**src/rtl/heartbeat_pkg.sv**
```systemverilog
`default_nettype none
// ============================================================================
// Module   : heartbeat_pkg
// Purpose  : Shared definitions for the multi-channel heartbeat parser:
//            parser state encoding, default SYNC word, frame length and a
//            decoded-frame record for the default 8-bit configuration.
// Ports    : none (package)
// Revision : 1.0 - initial release
// ============================================================================
package heartbeat_pkg;

    // Parser states, one per frame field position.
    typedef enum logic [2:0] {
        ST_HUNT = 3'd0,
        ST_CH   = 3'd1,
        ST_SEQ  = 3'd2,
        ST_STAT = 3'd3,
        ST_CHK  = 3'd4
    } hb_state_e;

    // Default frame start word (zero-extended by the parser to DATA_W).
    localparam logic [7:0] HB_SYNC_DEFAULT = 8'hA5;

    // Words per frame: SYNC, CH, SEQ, STAT, CHK.
    localparam int HB_FRAME_LEN = 5;

    // Decoded frame for the default DATA_W=8 configuration.
    typedef struct packed {
        logic [7:0] ch;
        logic [7:0] seq;
        logic [7:0] status;
    } hb_frame_t;

endpackage : heartbeat_pkg
`default_nettype wire

```
**src/rtl/heartbeat_watchdog.sv**
```systemverilog
`default_nettype none
// ============================================================================
// Module   : heartbeat_watchdog
// Purpose  : Liveness timer for one heartbeat source. A kick sets alive and
//            restarts the count; alive stays high for exactly TIMEOUT_CYCLES
//            cycles after the last kick, then drops.
// Ports    : clk   - clock
//            rst   - asynchronous active-high reset
//            kick  - good frame committed for this channel
//            alive - liveness flag
// Revision : 1.0 - initial release
// ============================================================================
module heartbeat_watchdog #(
    parameter int TIMEOUT_CYCLES = 1000
) (
    input  logic clk,
    input  logic rst,
    input  logic kick,
    output logic alive
);

    localparam int TMR_W = (TIMEOUT_CYCLES > 2) ? $clog2(TIMEOUT_CYCLES) : 1;
    localparam logic [TMR_W-1:0] LAST_CNT = TMR_W'(TIMEOUT_CYCLES - 1);

    logic [TMR_W-1:0] cnt_q, cnt_d;
    logic             alive_q, alive_d;

    always_comb begin
        cnt_d   = cnt_q;
        alive_d = alive_q;
        if (kick) begin
            // A kick on the expiry edge takes priority over the timeout.
            alive_d = 1'b1;
            cnt_d   = '0;
        end else if (alive_q) begin
            if (cnt_q == LAST_CNT) begin
                alive_d = 1'b0;
                cnt_d   = '0;
            end else begin
                cnt_d = cnt_q + TMR_W'(1);
            end
        end
    end

    always_ff @(posedge clk or posedge rst) begin
        if (rst) begin
            cnt_q   <= '0;
            alive_q <= 1'b0;
        end else begin
            cnt_q   <= cnt_d;
            alive_q <= alive_d;
        end
    end

    assign alive = alive_q;

endmodule : heartbeat_watchdog
`default_nettype wire

```
**src/rtl/parse_heartbeat_mc.sv**
```systemverilog
`default_nettype none
// ============================================================================
// Module   : parse_heartbeat_mc
// Purpose  : Multi-channel heartbeat frame parser with liveness watchdog.
//            Hunts SYNC-delimited frames (SYNC, CH, SEQ, STAT, CHK) on a
//            valid/ready word stream, validates channel range, XOR checksum
//            and per-channel sequence continuity, and presents decoded
//            frames on a valid/ready output.
// Ports    : clk, rst              - clock, asynchronous active-high reset
//            en                    - parser enable (0 aborts partial frames)
//            in_valid/in_data      - input word stream
//            in_ready              - input accept (low while output stalled)
//            out_valid/out_ready   - decoded frame handshake
//            out_ch/out_seq/out_status - decoded frame fields
//            alive                 - per-channel liveness
//            chk_err/ch_err/seq_err - one-cycle error pulses
//            err_count             - saturating error total
// Revision : 1.0 - initial release
// ============================================================================
module parse_heartbeat_mc
    import heartbeat_pkg::*;
#(
    parameter int                DATA_W         = 8,
    parameter int                NUM_CH         = 4,
    parameter logic [DATA_W-1:0] SYNC           = DATA_W'(HB_SYNC_DEFAULT),
    parameter int                TIMEOUT_CYCLES = 1000,
    parameter int                CNT_W          = 16,
    localparam int               CH_W           = (NUM_CH > 1) ? $clog2(NUM_CH) : 1
) (
    input  logic              clk,
    input  logic              rst,
    input  logic              en,
    input  logic              in_valid,
    input  logic [DATA_W-1:0] in_data,
    output logic              in_ready,
    output logic              out_valid,
    input  logic              out_ready,
    output logic [CH_W-1:0]   out_ch,
    output logic [DATA_W-1:0] out_seq,
    output logic [DATA_W-1:0] out_status,
    output logic [NUM_CH-1:0] alive,
    output logic              chk_err,
    output logic              ch_err,
    output logic              seq_err,
    output logic [CNT_W-1:0]  err_count
);

    localparam logic [2:0] S_HUNT = 3'(ST_HUNT);
    localparam logic [2:0] S_CH   = 3'(ST_CH);
    localparam logic [2:0] S_SEQ  = 3'(ST_SEQ);
    localparam logic [2:0] S_STAT = 3'(ST_STAT);
    localparam logic [2:0] S_CHK  = 3'(ST_CHK);

    localparam logic [DATA_W:0]  CH_LIMIT = (DATA_W + 1)'(NUM_CH);
    localparam logic [CNT_W-1:0] CNT_MAX  = '1;

    // Decoded frame record sized to this instance.
    typedef struct packed {
        logic [CH_W-1:0]   ch;
        logic [DATA_W-1:0] seq;
        logic [DATA_W-1:0] status;
    } frame_t;

    // ------------------------------------------------------------------
    // State
    // ------------------------------------------------------------------
    logic [2:0]        state_q, state_d;
    logic [CH_W-1:0]   ch_q, ch_d;
    logic [DATA_W-1:0] seq_q, seq_d;
    logic [DATA_W-1:0] stat_q, stat_d;
    logic [DATA_W-1:0] xor_q, xor_d;

    frame_t            out_frame_q, out_frame_d;
    logic              out_valid_q, out_valid_d;

    logic [NUM_CH-1:0] seen_q, seen_d;
    logic [DATA_W-1:0] last_seq_q [NUM_CH];
    logic [DATA_W-1:0] last_seq_d [NUM_CH];

    logic              chk_err_q, chk_err_d;
    logic              ch_err_q, ch_err_d;
    logic              seq_err_q, seq_err_d;
    logic [CNT_W-1:0]  err_count_q, err_count_d;

    logic              w_accept;
    logic              w_commit;
    logic              w_any_err;
    logic [DATA_W-1:0] w_seq_expect;
    logic [NUM_CH-1:0] w_kick;
    logic [NUM_CH-1:0] w_alive;

    // Input is back-pressured only while a decoded frame is stalled.
    assign in_ready = !(out_valid_q && !out_ready);
    assign w_accept = in_valid && in_ready;

    // ------------------------------------------------------------------
    // Frame parser
    // ------------------------------------------------------------------
    always_comb begin
        state_d   = state_q;
        ch_d      = ch_q;
        seq_d     = seq_q;
        stat_d    = stat_q;
        xor_d     = xor_q;
        chk_err_d = 1'b0;
        ch_err_d  = 1'b0;
        w_commit  = 1'b0;

        if (!en) begin
            // Disabled: discard any partial frame silently.
            state_d = S_HUNT;
        end else if (w_accept) begin
            case (state_q)
                S_HUNT: begin
                    if (in_data == SYNC) begin
                        state_d = S_CH;
                    end
                end
                S_CH: begin
                    if ({1'b0, in_data} >= CH_LIMIT) begin
                        ch_err_d = 1'b1;
                        state_d  = S_HUNT;
                    end else begin
                        ch_d    = in_data[CH_W-1:0];
                        xor_d   = in_data;
                        state_d = S_SEQ;
                    end
                end
                S_SEQ: begin
                    seq_d   = in_data;
                    xor_d   = xor_q ^ in_data;
                    state_d = S_STAT;
                end
                S_STAT: begin
                    stat_d  = in_data;
                    xor_d   = xor_q ^ in_data;
                    state_d = S_CHK;
                end
                S_CHK: begin
                    if (in_data == xor_q) begin
                        w_commit = 1'b1;
                    end else begin
                        chk_err_d = 1'b1;
                    end
                    state_d = S_HUNT;
                end
                default: begin
                    state_d = S_HUNT;
                end
            endcase
        end
    end

    // ------------------------------------------------------------------
    // Commit, sequence tracking and output handshake
    // ------------------------------------------------------------------
    assign w_seq_expect = last_seq_q[ch_q] + DATA_W'(1);

    always_comb begin
        out_valid_d = out_valid_q;
        out_frame_d = out_frame_q;
        seen_d      = seen_q;
        last_seq_d  = last_seq_q;
        seq_err_d   = 1'b0;

        if (out_valid_q && out_ready) begin
            out_valid_d = 1'b0;
        end

        // A commit cannot coincide with a stalled output because in_ready
        // is low then, so overwriting the fields here is always safe.
        if (w_commit) begin
            out_valid_d        = 1'b1;
            out_frame_d.ch     = ch_q;
            out_frame_d.seq    = seq_q;
            out_frame_d.status = stat_q;
            if (seen_q[ch_q] && (seq_q != w_seq_expect)) begin
                seq_err_d = 1'b1;
            end
            seen_d[ch_q]     = 1'b1;
            last_seq_d[ch_q] = seq_q;
        end
    end

    // The three error sources are mutually exclusive in any one cycle.
    assign w_any_err = chk_err_d | ch_err_d | seq_err_d;

    always_comb begin
        err_count_d = err_count_q;
        if (w_any_err && (err_count_q != CNT_MAX)) begin
            err_count_d = err_count_q + CNT_W'(1);
        end
    end

    // ------------------------------------------------------------------
    // Registers
    // ------------------------------------------------------------------
    always_ff @(posedge clk or posedge rst) begin
        if (rst) begin
            state_q     <= S_HUNT;
            ch_q        <= '0;
            seq_q       <= '0;
            stat_q      <= '0;
            xor_q       <= '0;
            out_frame_q <= '0;
            out_valid_q <= 1'b0;
            seen_q      <= '0;
            for (int i = 0; i < NUM_CH; i++) begin
                last_seq_q[i] <= '0;
            end
            chk_err_q   <= 1'b0;
            ch_err_q    <= 1'b0;
            seq_err_q   <= 1'b0;
            err_count_q <= '0;
        end else begin
            state_q     <= state_d;
            ch_q        <= ch_d;
            seq_q       <= seq_d;
            stat_q      <= stat_d;
            xor_q       <= xor_d;
            out_frame_q <= out_frame_d;
            out_valid_q <= out_valid_d;
            seen_q      <= seen_d;
            last_seq_q  <= last_seq_d;
            chk_err_q   <= chk_err_d;
            ch_err_q    <= ch_err_d;
            seq_err_q   <= seq_err_d;
            err_count_q <= err_count_d;
        end
    end

    // ------------------------------------------------------------------
    // Per-channel liveness watchdogs
    // ------------------------------------------------------------------
    for (genvar i = 0; i < NUM_CH; i++) begin : g_wd
        assign w_kick[i] = w_commit && (ch_q == CH_W'(i));

        heartbeat_watchdog #(
            .TIMEOUT_CYCLES (TIMEOUT_CYCLES)
        ) u_wd (
            .clk   (clk),
            .rst   (rst),
            .kick  (w_kick[i]),
            .alive (w_alive[i])
        );
    end

    // ------------------------------------------------------------------
    // Outputs
    // ------------------------------------------------------------------
    assign out_valid  = out_valid_q;
    assign out_ch     = out_frame_q.ch;
    assign out_seq    = out_frame_q.seq;
    assign out_status = out_frame_q.status;
    assign alive      = w_alive;
    assign chk_err    = chk_err_q;
    assign ch_err     = ch_err_q;
    assign seq_err    = seq_err_q;
    assign err_count  = err_count_q;

endmodule : parse_heartbeat_mc
`default_nettype wire

```
**config.mk**
```make
export PLATFORM = sky130hd
export DESIGN_NAME = parse_heartbeat_mc
export DESIGN_NICKNAME = d
export VERILOG_FILES = /design/src/rtl/heartbeat_pkg.sv /design/src/rtl/heartbeat_watchdog.sv /design/src/rtl/parse_heartbeat_mc.sv
export SDC_FILE = /design/constraint.sdc
export NUM_CORES = 1
export LEC_CHECK = 0
export ABC_AREA = 0
export CORE_ASPECT_RATIO = 1.1
export CORE_UTILIZATION = 50
export CTS_CLUSTER_SIZE = 8
export DETAILED_ROUTE_END_ITERATION = 10
export PLACE_DENSITY = 0.81
export SYNTH_ARGS = -nofsm -noshare
export SYNTH_HDL_FRONTEND = slang
export SYNTH_SLANG_ARGS = --single-unit
```
**constraint.sdc**
```tcl
create_clock -name clk -period 4.9 [get_ports clk]
set_clock_uncertainty 0.2 [all_clocks]
set_input_delay 0.98 -clock clk [delete_from_list [all_inputs] [get_ports clk]]
set_output_delay 0.98 -clock clk [all_outputs]
set_load 0.05 [all_outputs]
```
# --- Word level (Yosys, flattened, before mapping) ---
# Cells that the tools add are included.
totals:
  register_bits: 147
  inputBits: 13
  elab_cells: 145
classes:
  addsub: 6
  magnitude_cmp: 5
  eq_ne: 18
  muxes: 57
  bitwise_logic: 6
  n_reduce_logical: 27
op_table:
  columns: ["cell", "n"]
  rows:
  - ["2-to-1 mux 10 bit", 12]
  - ["adder 10 x 1 -> 10 bit, second input constant", 4]
  - ["equality test 10 bit, second input constant", 4]
  - ["bitwise mux 32 bit", 1]
  - ["2-to-1 mux 8 bit", 4]
  - ["2-to-1 mux 1 bit", 30]
  - ["adder 16 x 1 -> 16 bit, second input constant", 1]
  - ["binary-select mux 8 bit (select 2 bit)", 1]
  - ["demux 8 bit (select 2 bit)", 1]
  - ["!= test 16 bit, second input constant", 1]
  - ["case mux 8 bit (2 select lines)", 1]
  - ["case mux 3 bit (4 select lines)", 1]
  - ["nonzero test 2 bit", 6]
  - ["logical AND 1 bit", 11]
  - ["2-to-1 mux 3 bit", 3]
  - ["adder 8 x 1 -> 8 bit, second input constant", 1]
  - ["equality test 8 bit", 1]
  - ["equality test 8 bit, second input constant", 1]
  - ["greater-or-equal comparator 8 x 3 -> 1 bit, second input constant", 1]
  - ["!= test 8 bit", 1]
  - ["AND reduction 4 bit", 2]
  - ["XOR 8 bit", 1]
  - ["equality test 3 x 2 -> 1 bit, second input constant", 2]
  - ["AND reduction 3 bit", 2]
  - ["23 further kinds", 26]

# --- Depth between registers and ports, before layout ---
# Gate-level depths: netlist of run 1.
logic_depth:
  depth_word: 11
  mapped_depth: 11
  mapped_depth_nobuf: 9

# --- Modules after synthesis ---
# From an unflattened synthesis of run 1, not the netlist that was laid out.
unflattened:
  hier_cells: 647
  hier_area_um2: 7319.5
by_module_without_submodules:
  columns: ["module", "instances", "cells_per_inst", "area_per_inst_um2"]
  rows:
  - ["parse_heartbeat_mc", 1, 379, 4757.1]
  - ["heartbeat_watchdog", 4, 67, 640.6]

# --- Worst setup path after synthesis of run 1 ---
# Ideal clock, no wire load.
synth_path:
  path_kind: "input to register"
  startpoint: "input out_ready"
  endpoint: "register last_seq_q[24] (netlist bit)"
  arrival_ps: 3425
  t_required_ps: 4575
  path_slack_ps: 1150
  cell_stages: 6
  path_cell_list: "nand2b_1 nand3_1 nor4_2 nor3b_2 clkbuf_1 mux2_2"
synth_between:
  elab_chain_cells: 6
synth_rtl:
  columns: ["item", "line_no", "text"]
  rows:
  - ["start, declared", "parse_heartbeat_mc.sv:37", "input logic out_ready,"]
  - ["logical NOT 1 bit", "parse_heartbeat_mc.sv:93", "assign in_ready = !(out_valid_q && !out_ready);"]
  - ["logical AND 1 bit", "parse_heartbeat_mc.sv:93", null]
  - ["logical NOT 1 bit", "parse_heartbeat_mc.sv:93", null]
  - ["logical AND 1 bit", "parse_heartbeat_mc.sv:94", "assign w_accept = in_valid && in_ready;"]
  - ["2-to-1 mux 1 bit", "parse_heartbeat_mc.sv:112", "end else if (w_accept) begin"]
  - ["2-to-1 mux 1 bit", "parse_heartbeat_mc.sv:109", "if (!en) begin"]
  - ["end signal, assigned", "parse_heartbeat_mc.sv:224", "last_seq_q <= last_seq_d;"]
  - ["end, declared", "parse_heartbeat_mc.sv:77", "logic [DATA_W-1:0] last_seq_q [NUM_CH];"]
# No other way between the ends.
# A chain may end at the register's enable or synchronous reset.

# --- Worst setup path in the final report of run 1 ---
layout_path:
  startpoint: "register ch_q[0]"
  endpoint: "register err_count_q[3] (netlist: err_count[3])"
layout_between:
  elab_chain_cells: 11
  word_cells_on_any_way: 13
layout_rtl:
  columns: ["item", "line_no", "text"]
  rows:
  - ["start, declared", "parse_heartbeat_mc.sv:68", "logic [CH_W-1:0] ch_q, ch_d;"]
  - ["start signal, assigned", "parse_heartbeat_mc.sv:217", "ch_q <= ch_d;"]
  - ["inverter 2 -> 3 bit (not written as such)", "parse_heartbeat_mc.sv:157", "assign w_seq_expect = last_seq_q[ch_q] + DATA_W'(1);"]
  - ["binary-select mux 8 bit (select 2 bit)", "parse_heartbeat_mc.sv:157", null]
  - ["2-to-1 mux 8 bit (not written as such) (2 in a row)", "parse_heartbeat_mc.sv:157", null]
  - ["adder 8 x 1 -> 8 bit", "parse_heartbeat_mc.sv:157", null]
  - ["!= test 8 bit", "parse_heartbeat_mc.sv:177", "if (seen_q[ch_q] && (seq_q != w_seq_expect)) begin"]
  - ["logical AND 1 bit *", "parse_heartbeat_mc.sv:177", null]
  - ["2-to-1 mux 1 bit *", "parse_heartbeat_mc.sv:177", null]
  - ["2-to-1 mux 1 bit *", "parse_heartbeat_mc.sv:172", "if (w_commit) begin"]
  - ["bitwise OR 1 bit *", "parse_heartbeat_mc.sv:186", "assign w_any_err = chk_err_d | ch_err_d | seq_err_d;"]
  - ["logical AND 1 bit *", "parse_heartbeat_mc.sv:190", "if (w_any_err && (err_count_q != CNT_MAX)) begin"]
  - ["end signal, assigned", "parse_heartbeat_mc.sv:228", "err_count_q <= err_count_d;"]
  - ["end, declared", "parse_heartbeat_mc.sv:83", "logic [CNT_W-1:0] err_count_q, err_count_d;"]
# Mark *: on every way between the ends. The rest lies on a longest branch, timed or not. The select of a mux whose other input is x is not followed.

==> results.toml, run 1 <==
[placement]
hpwl_mm = 10.8
routabilityCongestion = 0.853
io_buffers = 55

[yosys]
synth_area_um2 = 7200
synthCells = 684
syn_avg_cell_area_um2 = 10.5
synth.distinct_cells = 58
yosys_warnings = 0
yosysTopAreaCellShare_pct = 51.1
yosys.area.top_type = "dfrtp_1"
ys_ff_latch = 147
synth_area_leaders = "dfrtp_1, mux2_2, nand2_1"
async_flop_share_pct = 100
synth_edf_count = 0
ys.flop_type = "dfrtp_1"
syn_nets = 703
ys_seq_area_share_pct = 51.1

[critical_path]
arrival_ps = 3950
worstSetupStartpointType = "register"
r2r_cells = 9
worst-path-stages = 9
critPathCaptureType = "register"
worstPathRequired_ps = 5000
cp_slowest_cell = "o41ai_4"
critical_path.max_fanout = 13
crit_buf_inv = 1
critical_path.cell_chain = "mux4_2, ha_1, xor2_1, a2111oi_4, o221ai_2, o41ai_4, buf_4, a211oi_1, xor2_1"
cp_common_cell = "xor2_1"
critPathKind = "reg -> reg"
critical-path-max-stage-delay_ps = 820
cp_top_family = "compound AO/OA/AOI/OAI gates"

[cts]
cts_sinks = 147
post_cts_buffers = 0
numCtsBuffers = 17
cts_hold_buf = 0
cts_tree = "built"
clk_pin_slew_ps = 60
clock_path_buffers = 2
clock-root-buffer = "clkbuf_16"
htree_levels = 4
clk_latency_ps = 430
ctsResizeCount = 0

[sta]
rsz0062_at_grt = "false"
setup_tns_ps = 0
timing.final.crit_share_pct = 78.6
fmax_mhz = 259
worst_slew_pin_slew_ps = 906
finalSetupViolations = 0
slew_violations = 0
hold_viol_final = 0
fin_crit_ps = 3850
slew_headroom_pct = 39.5

[power]
power_mw = 2.78
vdd_drop_max_uv = 260
leakagePower_nw = 3.83
power_density_nw_per_um2 = 326

[routing]
wire_per_inst_um = 17.2
ant_nets = 0
drcViolationCount = 0
drt_iter0_markers = 367
vias = 5386
dr.pass1.iters = 5
routed_via_density = 5.75
wirelength_mm = 16.1

[grt]
first_global_vias = 5432
grt_max_degree = 108
antenna_found_initial = 0
globalRouteOverflowTotal = 0
grt_pass1_wl_mm = 26.7
track_usage_pct = 23.6

[final_layout]
nets = 754
fin_util_pct = 61.3
final_cell_mix = "dfrtp_1, nand2_1, clkdlybuf4s50_1, mux2_2, nor2_1"
n_antenna_cell = 0
layout-drive-gt1-share_pct = 14.3
mostFrequentLayoutCell = "dfrtp_1"
syn_to_final_growth_pct = 18.4

[worst_hold_path]
min_path_type = "reg -> reg"
whs_path_depth = 2

[status]
status = "finished clean"

[job]
cap_viol_max_count = 0

[floorplanning]
die-area_um2 = 14900
coreArea_um2 = 13900
io_pins = 56
num_rows = 45
start_util_pct = 51.8
die_y_um = 128
die_w_um = 116
## per-layer routing
layer	global-route usage [%]	vias up	share of wire, %
li1	-	2500	-
met1	29.5	2702	43
met2	38.5	143	50
met3	6.00	41	4.5
met4	10.5	0	2.4
met5	0	-	0
## worst reg2reg max path: cells and delay by family, from the launching register on
family,cells,cell delay (ps)
AO/OA/AOI/OAI,4,1400
XOR/XNOR,2,350
adder cells (fa/ha/maj),1,330
buffers and inverters,1,260
flip-flops,1,550
multiplexers,1,630
## synthesized netlist by cell type, drive strengths merged (3+ instances only)
library cell and number:
nand2b 15, ha 6, nand4 9, inv 12
xor2 24, mux2i 7, xnor2 24, and3 16
nor4 6, nand3b 3, and2 4, nor2 40
clkbuf 22, nor3 13, mux2 46, a211oi 9
o22ai 4, nor2b 12, buf 12, a21oi 35
dfrtp 147, nand2 125, a22o 9, mux4 9
o2111ai 4, o21ai 19, nand3 19, a2111oi 8
## final cells by class
class	count	area, µm²
clock buffer	24	492
tap	188	235
timing repair buffer	66	646
fill	1114	5380
sequential	147	3680
multi-input combinational	491	3330
clock inverter	8	100
inverter	12	48.8
## sequential cells by signal, indices dropped and copies added, names as in the netlist, 2 cells and up
register         count
err_count           16
g_wd.u_wd.cnt_q     40
stat_q               8
ch_q                 2
seq_q                8
out_seq              8
state_q              3
g_wd.u_wd.alive      4
out_status           8
last_seq_q          32
seen_q               4
xor_q                8
out_ch               2
## worst paths after layout
check                              start  slack (ps)                    end
max reg2reg                      ch_q[0]        1050           err_count[3]
max                              ch_q[0]        1050           err_count[3]
max in group asynchronous            rst        2620  g_wd[2].u_wd.cnt_q[1]
min reg2reg                last_seq_q[3]         260          last_seq_q[3]
min                        last_seq_q[3]         260          last_seq_q[3]
min in group asynchronous            rst         880  g_wd[3].u_wd.cnt_q[3]
## report_power, final
group	switching (mW)	total (mW)	internal (mW)
Sequential	0.0638	1.32	1.26
Combinational	0.102	0.171	0.0688
Clock	0.490	1.29	0.801
## through the flow
stage / setup slack [ps] / instances / hold WS, ps / cell area [µm²]
after global placement: 877 / 904 / 245 / 7940
after floorplan: 1150 / 684 / 229 / 7210
after CTS: 1060 / 936 / 265 / 8530
after global routing: 910 / 936 / 287 / 8530
after detailed placement: 779 / 904 / 252 / 7940
final: 1050 / 936 / 260 / 8530
## kinds of logic (layout without fill, tap and decap cells)
group,count (synthesis),count (layout),share of synthesized area (%)
AOI/OAI and AO/OA,97,97,9.59
xor gates and xnor gates,48,48,5.84
adders and majority gates,6,6,1.04
buffers and inverters,46,110,2.85
DFF,147,147,51.1
muxes,62,62,11.0
and+or+nand+nor,278,278,18.6
Note: power is estimated with default switching activity, not from simulation.
==> inputs of run 2 (changes only) <==
Settings changed: PLACE_DENSITY 0.81 to 0.78.
Clock period 4.9 ns to 3.6 ns, I/O delays scaled along.
==> run 2 against run 1 <==
Net effect:
- wire length decreased by 1.5%
- critical path depth rose by 1
- utilization increased by 1.6 points
- sequential power rose by 36%
- highest routed layer unchanged
==> results.toml, run 2 (same netlist as run 1, synthesis figures left out) <==
[critical_path]
critPathKind = "reg -> reg"
critical-path-max-stage-delay_ps = 590
worstSetupStartpointType = "register"
crit_buf_inv = 1
critPathCaptureType = "register"
critical_path.cell_chain = "mux4_2, ha_1, xnor2_1, xnor2_1, a2111oi_4, o221ai_2, o41ai_4, buf_4, a21oi_1, mux2_1"
worstPathRequired_ps = 3710
crit-reg2reg-launch = "ch_q[0]"
cp_common_cell = "xnor2_1"
cp_slowest_cell = "mux4_2"
reg2reg_to = "err_count[14]"
critical_path.max_fanout = 14
arrival_ps = 3520
r2r_cells = 10
reg2reg_slack_ps = 180
cp_top_family = "multiplexers"

[cts]
htree_levels = 4
post_cts_buffers = 0
cts_tree = "built"
clock-root-buffer = "clkbuf_16"
clk_latency_ps = 430
numCtsBuffers = 17
cts_sinks = 147
clock_path_buffers = 2
clk_pin_slew_ps = 60
cts_hold_buf = 0

[worst_hold_path]
min_path_type = "reg -> reg"
hold_end = "seen_q[1]"
worstHoldStart = "seen_q[1]"
whs_path_depth = 1

[routing]
vias = 5497
wire_per_inst_um = 16.5
ant_nets = 0
dr.pass1.iters = 4
drt_iter0_markers = 427
wirelength_mm = 15.9
drcViolationCount = 0
routed_via_density = 5.72

[power]
leakagePower_nw = 3.98
clkPwrFrac_pct = 46.8
internal_power_mw = 2.92
pwr-share-comb_pct = 6.5
p_sw_share_pct = 23.9
p_sw_mw = 0.916
p_seq_share_pct = 46.7
vdd_drop_max_uv = 286
power_density_nw_per_um2 = 438

[sta]
rsz0062_at_grt = "false"
slew_headroom_pct = 42.2
fin_crit_ps = 3420
timing.final.crit_share_pct = 94.9
slew_violations = 0
worst_slew_pin_slew_ps = 866
hold_viol_final = 0
fmax_mhz = 293
finalWorstSetupSlack_ps = 184
finalSetupViolations = 0
setup_tns_ps = 0

[placement]
hpwl_mm = 11.1
place_worst_setup_slack_ps = 94.0
routabilityCongestion = 0.902
io_buffers = 55

[job]
cap_viol_max_count = 0

[final_layout]
nets = 779
layout-drive-gt1-share_pct = 17.6
final_cell_mix = "dfrtp_1, nand2_1, clkdlybuf4s50_1, mux2_2, nor2_1"
top_register = "g_wd.u_wd.cnt_q"
largest_register_ffs = 40
mostFrequentLayoutCell = "dfrtp_1"
syn_to_final_growth_pct = 21.5
n_antenna_cell = 0

[status]
status = "finished clean"

[floorplanning]
die-area_um2 = 14900
coreArea_um2 = 13900
die_w_um = 116
io_pins = 56
num_rows = 45
die_y_um = 128
start_util_pct = 51.8

[grt]
track_usage_pct = 23.7
antenna_found_initial = 0
grt_max_degree = 49
first_global_vias = 5554
globalRouteOverflowTotal = 0
grt_pass1_wl_mm = 27.3
run 2: changes by cell type in the layout (fill, tap and decap cells not counted), sizes merged:
cell,change
clkbuf,-6
inv,+1
clkinvlp,-2
buf,+25
bufinv,+1
clkinv,+6
run 2: metal layers:
layer  track usage [%]  vias to the layer above  wire length, µm
met3              4.96                       32              647
li1                  -                     2551                -
met4              9.58                        0              359
met1              31.0                     2772             6930
met2              38.4                      142             7940
met5                 0                        -                0
run 2: worst max path at each step:
stage,cells past startpoint,start,slack [ps],endpoint
3_5_place_dp,10,ch_q[0],90,err_count[1]
3_3_place_gp,9,ch_q[0],190,err_count[14]
2_1_floorplan,6,out_ready,110,last_seq_q[24]
6_report,10,ch_q[0],180,err_count[14]
5_1_grt,10,ch_q[0],5,err_count[1]
4_1_cts,10,ch_q[0],60,err_count[1]
run 2: through the flow:
stage / instance area (µm²) / utilization [%] / std cells / hold WS, ps / power, mW
floorplan: 7210 / - / 684 / 229 / 1.96
global placement: 8150 / 58.6 / 929 / 245 / 2.05
detailed placement: 8150 / 58.6 / 929 / 251 / 2.07
CTS: 8750 / 62.9 / 961 / 265 / 3.86
global route: 8750 / 62.9 / 961 / 286 / 3.96
finish: 8750 / 62.9 / 961 / 265 / 3.83
run 2: cell type report:
class                      count  area [µm²]
fill                        1136        5160
sequential                   147        3680
multi-input combinational    491        3330
timing repair buffer          91         858
clock buffer                  18         439
tap                          188         235
clock inverter                14         161
inverter                      12        48.8
run 2: power by group through the flow:
stage	clock (mW)	combinational, mW	sequential, mW
after global routing	1.88	0.277	1.80
after global placement	0	0.241	1.81
after CTS	1.82	0.253	1.79
final	1.79	0.251	1.79
after detailed placement	0	0.251	1.82
after floorplan	0	0.143	1.82
run 2: repair_timing:
action / in CTS / in global routing
setup endpoints to repair: 0 / 6
resized for setup: 0 / 1
endpoints found under the hold margin: 0 / 0
==> inputs of run 3 (changes only) <==
Settings changed: PLACE_DENSITY 0.78 to 0.81.
Clock period 3.6 ns to 3 ns, I/O delays scaled along.
==> run 3 against run 2 <==
Net effect:
- the run now ends with setup timing left
- total power increased by 16%
- via count increased by 3.4%
- worst setup slack got worse by 410 ps
- die area unchanged
- fmax increased by 5.8%
- wire length increased by 7.9%
- count of clock-buffer cells in the layout increased by 7
- sequential share of layout area decreased by 2.0 points
- combinational power increased by 25%
- final cell count increased by 3.3%
- highest routed layer unchanged
==> results.toml, run 3 (same netlist as run 1, synthesis figures left out) <==
[status]
status = "complete, but fails checks"
violations = "setup timing"

[sta]
slew_violations = 0
rsz0062_at_grt = "true"
worst_slew_pin_slew_ps = 856
timing.final.crit_share_pct = 108
fin_crit_ps = 3230
setup_tns_ps = -2640
slew_headroom_pct = 43.0
fmax_mhz = 310
hold_viol_final = 0
finalSetupViolations = 16
finalWorstSetupSlack_ps = -229

[power]
vdd_drop_max_uv = 347
p_seq_share_pct = 48.6
pwr-share-comb_pct = 7.1
clkPwrFrac_pct = 44.3
p_sw_mw = 1.06
internal_power_mw = 3.38
leakagePower_nw = 4.15
power_density_nw_per_um2 = 484
p_sw_share_pct = 23.9

[grt]
globalRouteOverflowTotal = 0
track_usage_pct = 24.9
first_global_vias = 5813
grt_pass1_wl_mm = 28.4
grt_max_degree = 148
antenna_found_initial = 0

[final_layout]
nets = 813
top_register = "g_wd.u_wd.cnt_q"
n_antenna_cell = 0
nFillCells = 1035
final_cell_mix = "dfrtp_1, nand2_1, buf_4, clkdlybuf4s50_1, mux2_2"
syn_to_final_growth_pct = 27.5
instances_no_fill = 993
largest_register_ffs = 40
layout-drive-gt1-share_pct = 22.7
mostFrequentLayoutCell = "dfrtp_1"

[critical_path]
critical_path.cell_chain = "buf_4, mux4_2, xnor2_2, or3b_4, a311oi_4, o41ai_4, buf_12, a2111oi_2, xnor2_1"
r2r_cells = 9
cp_slowest_cell = "mux4_2"
cp_top_family = "compound AO/OA/AOI/OAI gates"
critPathKind = "reg -> reg"
arrival_ps = 3350
critical-path-max-stage-delay_ps = 530
worstSetupStartpointType = "register"
worstPathRequired_ps = 3120
crit_buf_inv = 2
critPathCaptureType = "register"
worst-path-stages = 9
critical_path.max_fanout = 11
reg2reg_slack_ps = -230

[cts]
cts_sinks = 147
clk_pin_slew_ps = 60
htree_levels = 4
numCtsBuffers = 17
cts_hold_buf = 0
clock-root-buffer = "clkbuf_16"
clk_latency_ps = 420
clock_path_buffers = 2
cts_tree = "built"

[routing]
wire_per_inst_um = 17.3
vias = 5686
drcViolationCount = 0
drt_iter0_markers = 367
routed_via_density = 5.73
ant_nets = 0
wirelength_mm = 17.1
dr.pass1.iters = 5

[floorplanning]
coreArea_um2 = 13900
num_rows = 45
die_y_um = 128
die_w_um = 116
die-area_um2 = 14900
start_util_pct = 51.8
io_pins = 56

[placement]
io_buffers = 55
dp_cells = 949
hpwl_mm = 11.1
routabilityCongestion = 0.906

[worst_hold_path]
whs_path_depth = 1
min_path_type = "reg -> reg"

[job]
cap_viol_max_count = 0
## run 3: stage by stage
step                hold WS [ps]  power [mW]  worst slack (ps)  cell area, µm²  util [%]
floorplan                    229        2.36              -237            7250         -
global placement             244        2.47              -379            8390      60.4
detailed placement           250        2.49              -604            8390      60.4
CTS                          264        4.46              -219            9080      65.3
global route                 276        4.61              -316            9190      66.1
finish                       263        4.44              -229            9190      66.1
## run 3: layout make-up
type	instances	area [µm²]	area share, %
flip-flops and latches	147	3680	40.1
multi-input cells	491	3500	38.1
repair buffers	125	1180	12.9
clock buffers	25	485	5.28
well taps	188	235	2.56
clock inverters	5	52.6	0.572
inverters	12	48.8	0.531
## run 3: what timing repair did
| action | in CTS | in global routing |
|---|---|---|
| gates resized for setup | 16 | 10 |
| buffers inserted | 10 | 4 |
| pin swaps | 3 | 4 |
| setup endpoints to repair | 18 | 29 |
| cloned | 0 | 0 |
## run 3: worst paths after layout
kind	start	to
setup / recovery	ch_q[0]	err_count[6]
hold / removal	seen_q[2]	seen_q[2]
setup reg to reg	ch_q[0]	err_count[6]
hold reg to reg	seen_q[2]	seen_q[2]
max in group asynchronous	rst	ch_q[0]
min in group asynchronous	rst	g_wd[3].u_wd.cnt_q[1]
## run 3: power groups by stage
stage / clock network [mW] / logic, mW / registers [mW]
5_1_grt: 2.10 / 0.346 / 2.17
3_5_place_dp: 0 / 0.302 / 2.18
6_report: 1.97 / 0.315 / 2.16
4_1_cts: 2.00 / 0.309 / 2.15
2_1_floorplan: 0 / 0.173 / 2.19
3_3_place_gp: 0 / 0.289 / 2.18
## run 3: per-layer routing
metal / wire (µm) / track usage, % / up-vias / share of wire [%]
met5: 0 / 0 / - / 0
met4: 454 / 13.0 / 0 / 2.6
met3: 702 / 5.39 / 43 / 4.1
met2: 8760 / 41.7 / 165 / 51
met1: 7210 / 30.1 / 2863 / 42
li1: - / - / 2615 / -
